$ cat config.mk
export PLATFORM = sky130hd
export DESIGN_NAME = if_fetch_unit
export DESIGN_NICKNAME = d
export VERILOG_FILES = /design/src/rtl/if_pkg.sv /design/src/rtl/if_fetch_unit_predecode.sv /design/src/rtl/if_fetch_unit.sv
export SDC_FILE = /design/constraint.sdc
export NUM_CORES = 1
export LEC_CHECK = 0
export CAP_MARGIN = 5
export CORE_MARGIN = 10
export CORE_UTILIZATION = 48
export DETAILED_ROUTE_END_ITERATION = 10
export PLACE_DENSITY = 0.91
export SYNTH_ARGS = -nofsm -noshare
export SYNTH_HDL_FRONTEND = slang
export SYNTH_SLANG_ARGS = --single-unit
$ cat constraint.sdc
create_clock -name clk_i -period 4.5 [get_ports clk_i]
set_input_delay 1.35 -clock clk_i [delete_from_list [all_inputs] [get_ports clk_i]]
set_output_delay 1.35 -clock clk_i [all_outputs]
set_load 0.005 [all_outputs]
$ cat src/rtl/if_pkg.sv
// if_pkg: shared fetch-stage types, RV32I constants and the JAL immediate decoder.
package if_pkg;

    typedef enum logic [1:0] {S_REQ, S_WAIT, S_HOLD, S_DROP} fetch_state_e;

    localparam logic [6:0]  OPC_JAL  = 7'b1101111;
    localparam logic [31:0] RV32_NOP = 32'h0000_0013;

    function automatic logic [31:0] jal_imm(input logic [31:0] inst);
        return {{11{inst[31]}}, inst[31], inst[19:12], inst[20], inst[30:21], 1'b0};
    endfunction

endpackage

$ cat src/rtl/if_fetch_unit_predecode.sv
// if_predecode: flags a JAL in the fetched word and computes its PC-relative target.
module if_predecode
    import if_pkg::*;
(
    input  logic [31:0] i_inst,
    input  logic [31:0] i_pc,
    output logic        o_is_jal,
    output logic [31:0] o_target
);

    assign o_is_jal = i_inst[6:0] == OPC_JAL;
    assign o_target = i_pc + jal_imm(i_inst);

endmodule

$ cat src/rtl/if_fetch_unit.sv
// if_fetch_unit: IF stage owning the PC, single-outstanding imem fetch and IF/ID handshake.
// Defining FETCH_JAL_PREDICT_EN steers the next fetch to predecoded JAL targets.
module if_fetch_unit
    import if_pkg::*;
#(
    parameter logic [31:0] RESET_PC = 32'h0000_0000,
    parameter int          DATA_W   = 32
) (
    input  logic              clk_i,
    input  logic              reset_i,
    input  logic              stall_i,
    input  logic              redirect_i,
    input  logic [DATA_W-1:0] redirect_pc_i,
    output logic              imem_req_o,
    output logic [DATA_W-1:0] imem_addr_o,
    input  logic              imem_ready_i,
    input  logic              imem_rvalid_i,
    input  logic [DATA_W-1:0] imem_rdata_i,
    output logic              valid_o,
    output logic [DATA_W-1:0] pc_o,
    output logic [DATA_W-1:0] inst_o,
    output logic [DATA_W-1:0] pcplus4_o,
    output logic [DATA_W-1:0] pcr_o
);

    if (DATA_W != 32) begin : g_bad_width
        $error("if_fetch_unit: DATA_W must be 32");
    end
    if (RESET_PC[1:0] != 2'b00) begin : g_bad_reset_pc
        $error("if_fetch_unit: RESET_PC must be word aligned");
    end

    fetch_state_e      r_state, w_next_state;
    logic [DATA_W-1:0] r_pc, r_pc_out, r_inst, r_pcplus4, r_pcr;
    logic [DATA_W-1:0] w_pc4, w_next_pc;
    logic              r_valid, w_accept, w_resp;

    // Request is held off while reset is asserted so nothing escapes before release.
    assign imem_req_o  = reset_i && (r_state == S_REQ);
    assign imem_addr_o = r_pc;
    assign w_accept    = imem_req_o && imem_ready_i;
    assign w_resp      = (r_state == S_WAIT) && imem_rvalid_i;
    assign w_pc4       = r_pc + DATA_W'(4);

`ifdef FETCH_JAL_PREDICT_EN
    logic              w_is_jal;
    logic [DATA_W-1:0] w_jal_target;

    if_predecode u_predecode (
        .i_inst   (imem_rdata_i),
        .i_pc     (r_pc),
        .o_is_jal (w_is_jal),
        .o_target (w_jal_target)
    );

    assign w_next_pc = w_is_jal ? w_jal_target : w_pc4;
`else
    assign w_next_pc = w_pc4;
`endif

    always_ff @(posedge clk_i or negedge reset_i) begin
        if (!reset_i)
            r_state <= S_REQ;
        else
            r_state <= w_next_state;
    end

    // A redirect must still swallow any response that is already owed by memory.
    always_comb begin
        w_next_state = r_state;
        if (redirect_i)
            w_next_state = (w_accept || ((r_state == S_WAIT || r_state == S_DROP) && !imem_rvalid_i)) ? S_DROP : S_REQ;
        else
            case (r_state)
                S_REQ:   w_next_state = w_accept ? S_WAIT : S_REQ;
                S_WAIT:  w_next_state = imem_rvalid_i ? S_HOLD : S_WAIT;
                S_HOLD:  w_next_state = stall_i ? S_HOLD : S_REQ;
                S_DROP:  w_next_state = imem_rvalid_i ? S_REQ : S_DROP;
                default: w_next_state = S_REQ;
            endcase
    end

    always_ff @(posedge clk_i or negedge reset_i) begin
        if (!reset_i) begin
            r_pc      <= RESET_PC;
            r_valid   <= 1'b0;
            r_pc_out  <= '0;
            r_inst    <= '0;
            r_pcplus4 <= '0;
            r_pcr     <= '0;
        end else if (redirect_i) begin
            r_pc    <= redirect_pc_i & ~DATA_W'(3);
            r_valid <= 1'b0;
        end else if (w_resp) begin
            r_pc      <= w_next_pc;
            r_valid   <= 1'b1;
            r_pc_out  <= r_pc;
            r_inst    <= imem_rdata_i;
            r_pcplus4 <= w_pc4;
            r_pcr     <= w_next_pc;
        end else if (r_valid && !stall_i) begin
            r_valid <= 1'b0;
        end
    end

    assign valid_o   = r_valid;
    assign pc_o      = r_pc_out;
    assign inst_o    = r_inst;
    assign pcplus4_o = r_pcplus4;
    assign pcr_o     = r_pcr;

    a_rvalid_expected: assert property (@(posedge clk_i) disable iff (!reset_i)
        imem_rvalid_i |-> (r_state == S_WAIT || r_state == S_DROP));

endmodule

==> impl_summary.txt <==
----------------------------------------------------
[Min path]
  Worst min path class ... register to register
  Cell count of the worst hold path ... 2
  Worst Hold Launch ... pc_o[6]
  Worst min-delay path endpoint ... pc_o[6]

[Synthesis]
  Sequential cell area fraction in the yosys report ... about half
  Yosys reg bits ... around 130
  Portion of netlist area occupied by mux cells ... less than 1%
  Mean Syn Cell Area ... 8.70 um2
  Distinct cell type count after synthesis ... 43
  Library cell with the highest instance count after synthesis ... nand2_1
  Share of async-settable or async-resettable flops after synthesis ... between 90% and 100%
  Combinational family with the most area after synthesis ... simple AND/OR/NAND/NOR gates
  Number of warning messages in the yosys log ... 0
  Complex-gate fraction of the synthesized area ... a little under a tenth
  Simple-Gate Fraction of Synth Area ... 26.6%
  Post-synth top flop ... dfrtp_1
  Most used standard cells in the synthesized netlist ... 228 x nand2_1, 125 x dfrtp_1, 38 x buf_4
  Post-synth design cell area ... between 6000 and 7000 um2
  Number of enable flip-flop cells after synthesis ... 0
  Adder-Cell Fraction of Synth Area ... 0.204%
  Number of instances in the synthesized netlist ... just over 700
  Fraction of synthesized cell area in xor and xnor cells ... ~3.4%
  Top area cells in the synthesized netlist ... dfrtp_1 51%, nand2_1 14%, buf_4 4.7%
  Portion of synthesized cell area occupied by the leading cell type ... 51.1%
  Top cell type by total area after synthesis ... dfrtp_1

[Timing]
  Max Freq ... 276 MHz
  Period Utilization, post-route ... 80.4%
  Pin slew with the least headroom to its limit ... 850 ps
  Slew Viols, Final ... 0
  Final-report hold violation count ... 0
  Total Negative Setup Slacks ... 0 ps
  Slew HR ... between 40% and 50%
  Post-Route Hold Slack ... around 470 ps
  # setup viols final ... 0
  Unrepaired setup endpoints after global routing ... no
  Min cycle time layout ... 3620 ps
  Clock Skews ... between 7 and 8 ps

[Die]
  Initial core utilization ... around 49%
  DIE AREA ... 17700 um2
  Number of primary I/O pins ... ~230
  Total core area ... roughly 13000 um2
  Number of placement rows ... 41
  Chip Height ... about 130 um
  Die Wd ... around 130 um

[Clock network]
  Quantity of hold-fixing buffers added after cts ... 0
  Root cell of the clock tree ... clkbuf_16
  Post_cts resized ... 0
  Num CTS Buffers ... 17
  H-tree level count ... 4
  CTS tree ... yes
  Largest buffer count on any clock path ... 2
  Reg clk slew, reported paths ... around 50 ps
  Number of setup buffers added after CTS ... 0
  Number of sinks driven by the clock tree ... roughly 130
  Clock network latency to the later pin of the worst-skew pair ... just over 400 ps

[Layout]
  Post-route non-filler standard cell count ... approximately 1100
  Area delta synth->final ... 42.5%
  Layout Nets ... 937
  Share of final-layout standard cells stronger than drive strength 1 ... about 4.6%
  Count of inserted antenna diode cells ... 0

[Power]
  Power density over the cells ... approximately 540 nW/um2
  Leakage ... 3.73 nW
  Largest vdd supply drop ... approximately 0.00031 V

[Route]
  DRC viols ... 0
  DRC marker count from the first detailed-route iteration ... ~440
  Via density ... about 5.4
  Post-detailed-route count of antenna-violating nets ... 0
  Final WL ... approximately 20 mm
  Initial DRT Pass Iterations ... 5
  Via Count ... about 5600
  Detailed-route wire length per cell ... 18.6 um

[Global routing]
  Pin count of the biggest net entering global routing ... between 60 and 70
  Leftover overflow at the end of global routing ... 0
  Global-route total usage across every layer ... 22.0%
  Wire length of the first global-routing pass ... ~31 mm
  Number of global-route vias before repair ... 5689
  Antenna violations before repair ... 0

[Status]
  Status ... finished clean

[Critical path]
  Critical-path cell with the highest stage delay ... clkdlybuf4s50_1
  Launch point of the worst reg-to-reg path ... imem_addr_o[4]
  Count of buffering cells on the critical path with inverters included ... 2
  Reg-to-Reg End ... pcr_o[29]
  Critical path capture point type ... output pin
  Critical-path maximum fanout ... 2
  Reg2Reg Depth ... 4
  Data arrival time of the worst path ... 2270 ps
  Dominant delay contributor by cell family on the critical path ... buffers and inverters
  CP Class ... input pin to output pin
  Sequence of cells on the critical path ... buf_6, nor3b_1, clkdlybuf4s50_1
  Required time of the critical path ... ~3200 ps
  Register-to-register path setup slack ... approximately 1700 ps
  Largest stage delay on the critical path ... around 570 ps
  Crit path launch type ... input pin

[Placed design]
  IO buf count ... approximately 220
  Detailed Place HPWL ... around 14 mm
  Final estimated routing congestion in global placement ... roughly 0.92
  Instance count after placement with tap cells included ... ~1000

[Job]
  Number of maximum-capacitance violations ... 0

----------------------------------------------------
sequential cells by signal, indices dropped and copies added, names as in the netlist:
register / cells
inst_o: 32
r_state: 2
valid_o: 1
pc_o: 30
imem_addr_o: 30
pcr_o: 30
per-layer routing:
layer	wire (um)	vias to the layer above	share of wire, %	global-route usage (%)
li1	-	2665	-	-
met1	7670	2715	39	25.8
met2	9610	235	49	36.1
met3	1780	32	9.1	8.10
met4	509	0	2.6	8.01
met5	0	-	0	0
metrics by stage:
step	util [%]	setup slack, ps	power [mW]	cell area (um2)
after floorplan	-	1550	2.34	6150
after global routing	69.4	832	4.99	8720
final	69.4	880	4.72	8720
after CTS	69.4	876	4.77	8720
after detailed placement	64.9	887	3.45	8160
after global placement	64.9	869	3.38	8160
report_power, final:
group,switching [mW],internal (mW)
clock,0.458,0.860
combinational,0.577,1.03
sequential,0.303,1.49
worst register-to-register path, stage by stage, from the launching register on:
cell	delay [ps]
dfrtp_1	580
nand3_1	460
or3_1	850
or4_1	620
a31oi_1	170
cell families (layout without fill, tap and decap cells):
family          after synthesis  count (layout)
simple gates                359             359
flops                       125             125
buf+inv                      97             264
compound gates               95              95
xor+xnor                     24              24
mux                           2               2
fa+ha+maj                     1               1
other cells                   1               8
layout by cell type (no fill, tap or decap), types with 4 or more instances in the layout:
master | Yosys | final
conb_1 | 1 | 8
clkdlybuf4s50_1 | 0 | 220
buf_4 | 38 | 10
or4_1 | 25 | 25
dfrtp_1 | 125 | 125
xnor2_1 | 17 | 17
o21ai_0 | 36 | 36
clkbuf_16 | 0 | 17
and4_1 | 4 | 4
xor2_1 | 7 | 7
a31oi_1 | 27 | 27
nor2b_1 | 4 | 4
nand2_1 | 228 | 228
clkbuf_1 | 36 | 5
clkinv_2 | 0 | 6
o31ai_1 | 21 | 21
nand4_1 | 15 | 15
nor4_1 | 5 | 5
or3_1 | 9 | 9
nand3_1 | 16 | 16
nor2_1 | 34 | 34
nor3_1 | 5 | 5
cell type report:
class                           instances  area (um2)
Fill cell                             975        3840
Timing Repair Buffer                  231        2290
Clock buffer                           22         444
Tap cell                              172         215
Clock inverter                          9         120
Multi-Input combinational cell        489        2520
Inverter                                2        7.51
Sequential cell                       125        3130
worst max-delay path by stage:
stage                      end  slack (ps)          start  depth (start not counted)
2_1_floorplan       imem_req_o        1550        reset_i                          1
3_3_place_gp        imem_req_o         870        reset_i                          3
3_5_place_dp   imem_addr_o[23]         890  imem_rvalid_i                          5
4_1_cts             imem_req_o         880        reset_i                          3
5_1_grt             imem_req_o         830        reset_i                          3
6_report            imem_req_o         880        reset_i                          3
Note: power is estimated with default switching activity, not from simulation.
==> variant 1: new RTL, same flow settings <==
Add a define of `FETCH_JAL_PREDICT_EN`.
--- a/src/rtl/if_fetch_unit.sv
+++ b/src/rtl/if_fetch_unit.sv
@@ -1,4 +1,6 @@
 // if_fetch_unit: IF stage owning the PC, single-outstanding imem fetch and IF/ID handshake.
 // Defining FETCH_JAL_PREDICT_EN steers the next fetch to predecoded JAL targets.
+`define FETCH_JAL_PREDICT_EN
+
 module if_fetch_unit
     import if_pkg::*;
Check against the original RTL: not equivalent (a bounded check fails within 4 cycles, from zero or initial values and one cycle with reset_i low).
==> variant 1 against the original RTL <==
Cell area is 32% higher. Count of clock-buffer cells in the layout is 2 lower. Routed wire length grew 53%. Sequential cell count rose by 33. Register-to-register slack got worse by 0.44 ns. Fmax shrank 11%. Die area increased by 32%. Largest power group is now combinational cells. Synthesized area up 38%. Global-route usage rose by 2.9 points. Total power rose by 38%. Largest cell class is now multi-input combinational cells. Setup slack got worse by 0.45 ns.
==> variant 1: results <==
set metrics [dict create \
    power_frac_seq 0.366 \
    globalRouteMet2Util 0.3810 \
    wl_met3_um 2674 \
    grt_use_met1 0.3178 \
    drive_above_1_share 0.05205 \
    fin_util 0.6678 \
    synth_compound_area_frac 0.1859 \
    grt_max_degree 159 \
    inverters 14 \
    worstMarginPinSlew_ns 0.8607 \
    clock_buffers 20 \
    power.internal_mw 4.408 \
    top_area_cell_class "multi-input combinational cells" \
    drt-met1-wl_um 12350 \
    critPathMaxStageDelay_ns 0.49 \
    grt_pass1_wl_um 46570 \
    synth_commonest_cells "273 x nand2_1, 158 x dfrtp_1, 71 x o21ai_0" \
    synth_xor_area_frac 0.05283 \
    dp.final_hpwl_um 22050 \
    yosysSeqAreaShare 0.4676 \
    powerDensity_mw_per_mm2 562.9 \
    synth_fa_ha_area_frac 0.04824 \
    ir_worst_vdd_mv 0.3505 \
    fp-row-count 48 \
    grt_use_total 0.2489 \
    multi_input_area_share 0.3650 \
    wl_met2_um 13630 \
    dp_slack_ns 0.1323 \
    first_global_vias 8149 \
    regArea_sq_mm 0.003954 \
    antenna_found_initial 2 \
    yosys.cell_types.count 62 \
    clkLatencyLatePin_ns 0.44 \
    pg_comb_mw 2.53 \
    area_share_nonclk_buffers 0.2076 \
    multi_input_comb_cells 729 \
    syn_avg_cell_area_sq_um 8.808 \
    ys_top_cells_by_area "dfrtp_1 47%, nand2_1 12%, ha_1 4.6%" \
    cp_top_family "compound AO/OA/AOI/OAI gates" \
    cp.arrival_ns 4.36 \
    place_inst 1367 \
    port-buffer-count 225 \
    num_vias 8192 \
    area_share_clock_buf_inv 0.05568 \
    synth.mux.area_fraction 0.006067 \
    antenna_cells 2 \
    outcome "completed" \
    signal_buffers 241 \
    final.setup_skew_ns 0.01230 \
    cp_max_fo 3 \
    p_leak_nw 5.337 \
]
[variant 1: changes by cell type after synthesis, sizes merged, moves of 17 or more]
cell,change
a21o,+30
a21oi,+44
a31oi,-23
buf,-41
dfrtp,+33
ha,+30
nand2,+45
o21ai,+38
o31ai,-19
or4,-25
xor2,+17
[variant 1: final timing paths]
path | endpoint | depth (start not counted) | startpoint | slack [ns]
setup / recovery | imem_addr_o[25] | 13 | imem_rdata_i[21] | 0.43
hold / removal | pc_o[12] | 2 | pc_o[12] | 0.47
setup reg to reg | imem_addr_o[25] | 11 | imem_addr_o[2] | 1.30
hold reg to reg | pc_o[12] | 2 | pc_o[12] | 0.47
max in group asynchronous | imem_addr_o[16] | 2 | reset_i | 2.79
min in group asynchronous | pc_o[10] | 2 | reset_i | 1.07
==> variant 2: new RTL, same settings <==
Made on the original files. Encoding of `fetch_state_e`: now one-hot (4 bits for 4 states).
--- a/src/rtl/if_pkg.sv
+++ b/src/rtl/if_pkg.sv
@@ -2,5 +2,5 @@
 package if_pkg;
 
-    typedef enum logic [1:0] {S_REQ, S_WAIT, S_HOLD, S_DROP} fetch_state_e;
+    typedef enum logic [3:0] {S_REQ = 4'b0001, S_WAIT = 4'b0010, S_HOLD = 4'b0100, S_DROP = 4'b1000} fetch_state_e;
 
     localparam logic [6:0]  OPC_JAL  = 7'b1101111;
Behaviour: same outputs for any inputs over 4 cycles, from zero or initial values and one cycle with reset_i low; so few cycles prove little.
==> variant 2 against the original RTL <==
Cell area increased by 1.2%. Hold slack improved by 0.030 ns. Utilization about the same. Sequential power decreased by 15%. Routed wire length decreased by 6.2%. Total power decreased by 17%. Synthesized cell count decreased by 20%. Global-route usage decreased by 1.7 points. Setup slack improved by 0.074 ns. Clock skew increased by 0.0019 ns. Count of clock-buffer cells in the layout decreased by 3. Critical path type unchanged. Synthesized area increased by 2.3%. Sequential cell count increased by 2.
==> variant 2: results <==
set metrics [dict create \
    outcome "completed" \
    swShare 0.2603 \
    postPlaceCellArea_sq_mm 0.008202 \
    synth_commonest_cells "126 x dfrtp_1, 79 x nand2_1, 63 x mux2_2" \
    final_cells 926 \
    p_leak_nw 3.807 \
    critPathMaxStageDelay_ns 0.53 \
    first_global_vias 5124 \
    gp_congestion 0.7981 \
    hold_depth 1 \
    rr_endpoint "imem_addr_o[25]" \
    fillers 917 \
    place_inst 893 \
    cp.arrival_ns 2.20 \
    synth_xor_area_frac 0.07967 \
    fin_nets 811 \
    ir_worst_vdd_mv 0.2780 \
    grt_max_degree 123 \
    worstMarginPinSlew_ns 0.9191 \
    cp_max_fo 3 \
    drive_above_1_share 0.1580 \
    vias_per_cell 5.235 \
    firstDrtPassIters 7 \
    setup_slack_ns 0.9545 \
    antenna_found_initial 1 \
    r2r_setup_slack_ns 2.18 \
    yosysSeqAreaShare 0.5074 \
    dp.final_hpwl_um 13780 \
    ys_top_cells_by_area "dfrtp_1 50%, mux2_2 11%, xor2_1 6.0%" \
    synth_fa_ha_area_frac 0.001997 \
    wl_per_cell_um 19.83 \
    dp_slack_ns 0.9715 \
    syn_avg_cell_area_sq_um 11.07 \
]
## variant 2: layer usage
layer / GRT usage / vias to the layer above / part of all wire
met2: 0.3408 / 207 / 0.49
met5: 0 / - / 0
li1: - / 2240 / -
met1: 0.2264 / 2374 / 0.40
met3: 0.07954 / 27 / 0.091
met4: 0.08404 / 0 / 0.024
## variant 2: power by group through the flow
| stage | Combinational (mW) | Sequential, mW | Clock [mW] |
|---|---|---|---|
| detailed placement | 0.953 | 1.55 | 0 |
| global placement | 0.922 | 1.53 | 0 |
| CTS | 0.960 | 1.53 | 1.48 |
| global route | 1.02 | 1.56 | 1.53 |
| floorplan | 0.372 | 1.50 | 0 |
| finish | 0.941 | 1.53 | 1.46 |
## variant 2: layout make-up
| cell class | instances | area [sq um] | area share |
|---|---|---|---|
| multi-input combinational | 361 | 2522 | 0.2856 |
| timing repair buffer | 227 | 2262 | 0.2561 |
| clock inverter | 13 | 186.4 | 0.02110 |
| tap | 172 | 215.2 | 0.02436 |
| sequential | 127 | 3179 | 0.3599 |
| clock buffer | 19 | 442.9 | 0.05014 |
| inverter | 6 | 22.52 | 0.002550 |
| antenna | 1 | 2.502 | 0.0002833 |
## variant 2: worst min path at each step
stage          slack [ns]         to       from
2_1_floorplan        0.47   pc_o[31]   pc_o[31]
3_3_place_gp         0.47   pc_o[31]   pc_o[31]
3_5_place_dp         0.49  inst_o[2]  inst_o[2]
4_1_cts              0.50  inst_o[2]  inst_o[2]
5_1_grt              0.52   pc_o[16]   pc_o[16]
6_report             0.50  inst_o[2]  inst_o[2]
## variant 2: logic make-up (layout without fill, tap and decap cells)
logic type,Yosys count,count (layout)
simple gates,160,160
flops,127,127
buf+inv,85,265
compound gates,71,71
mux,64,64
xor+xnor,57,57
fa+ha+maj,1,1
other cells,1,9
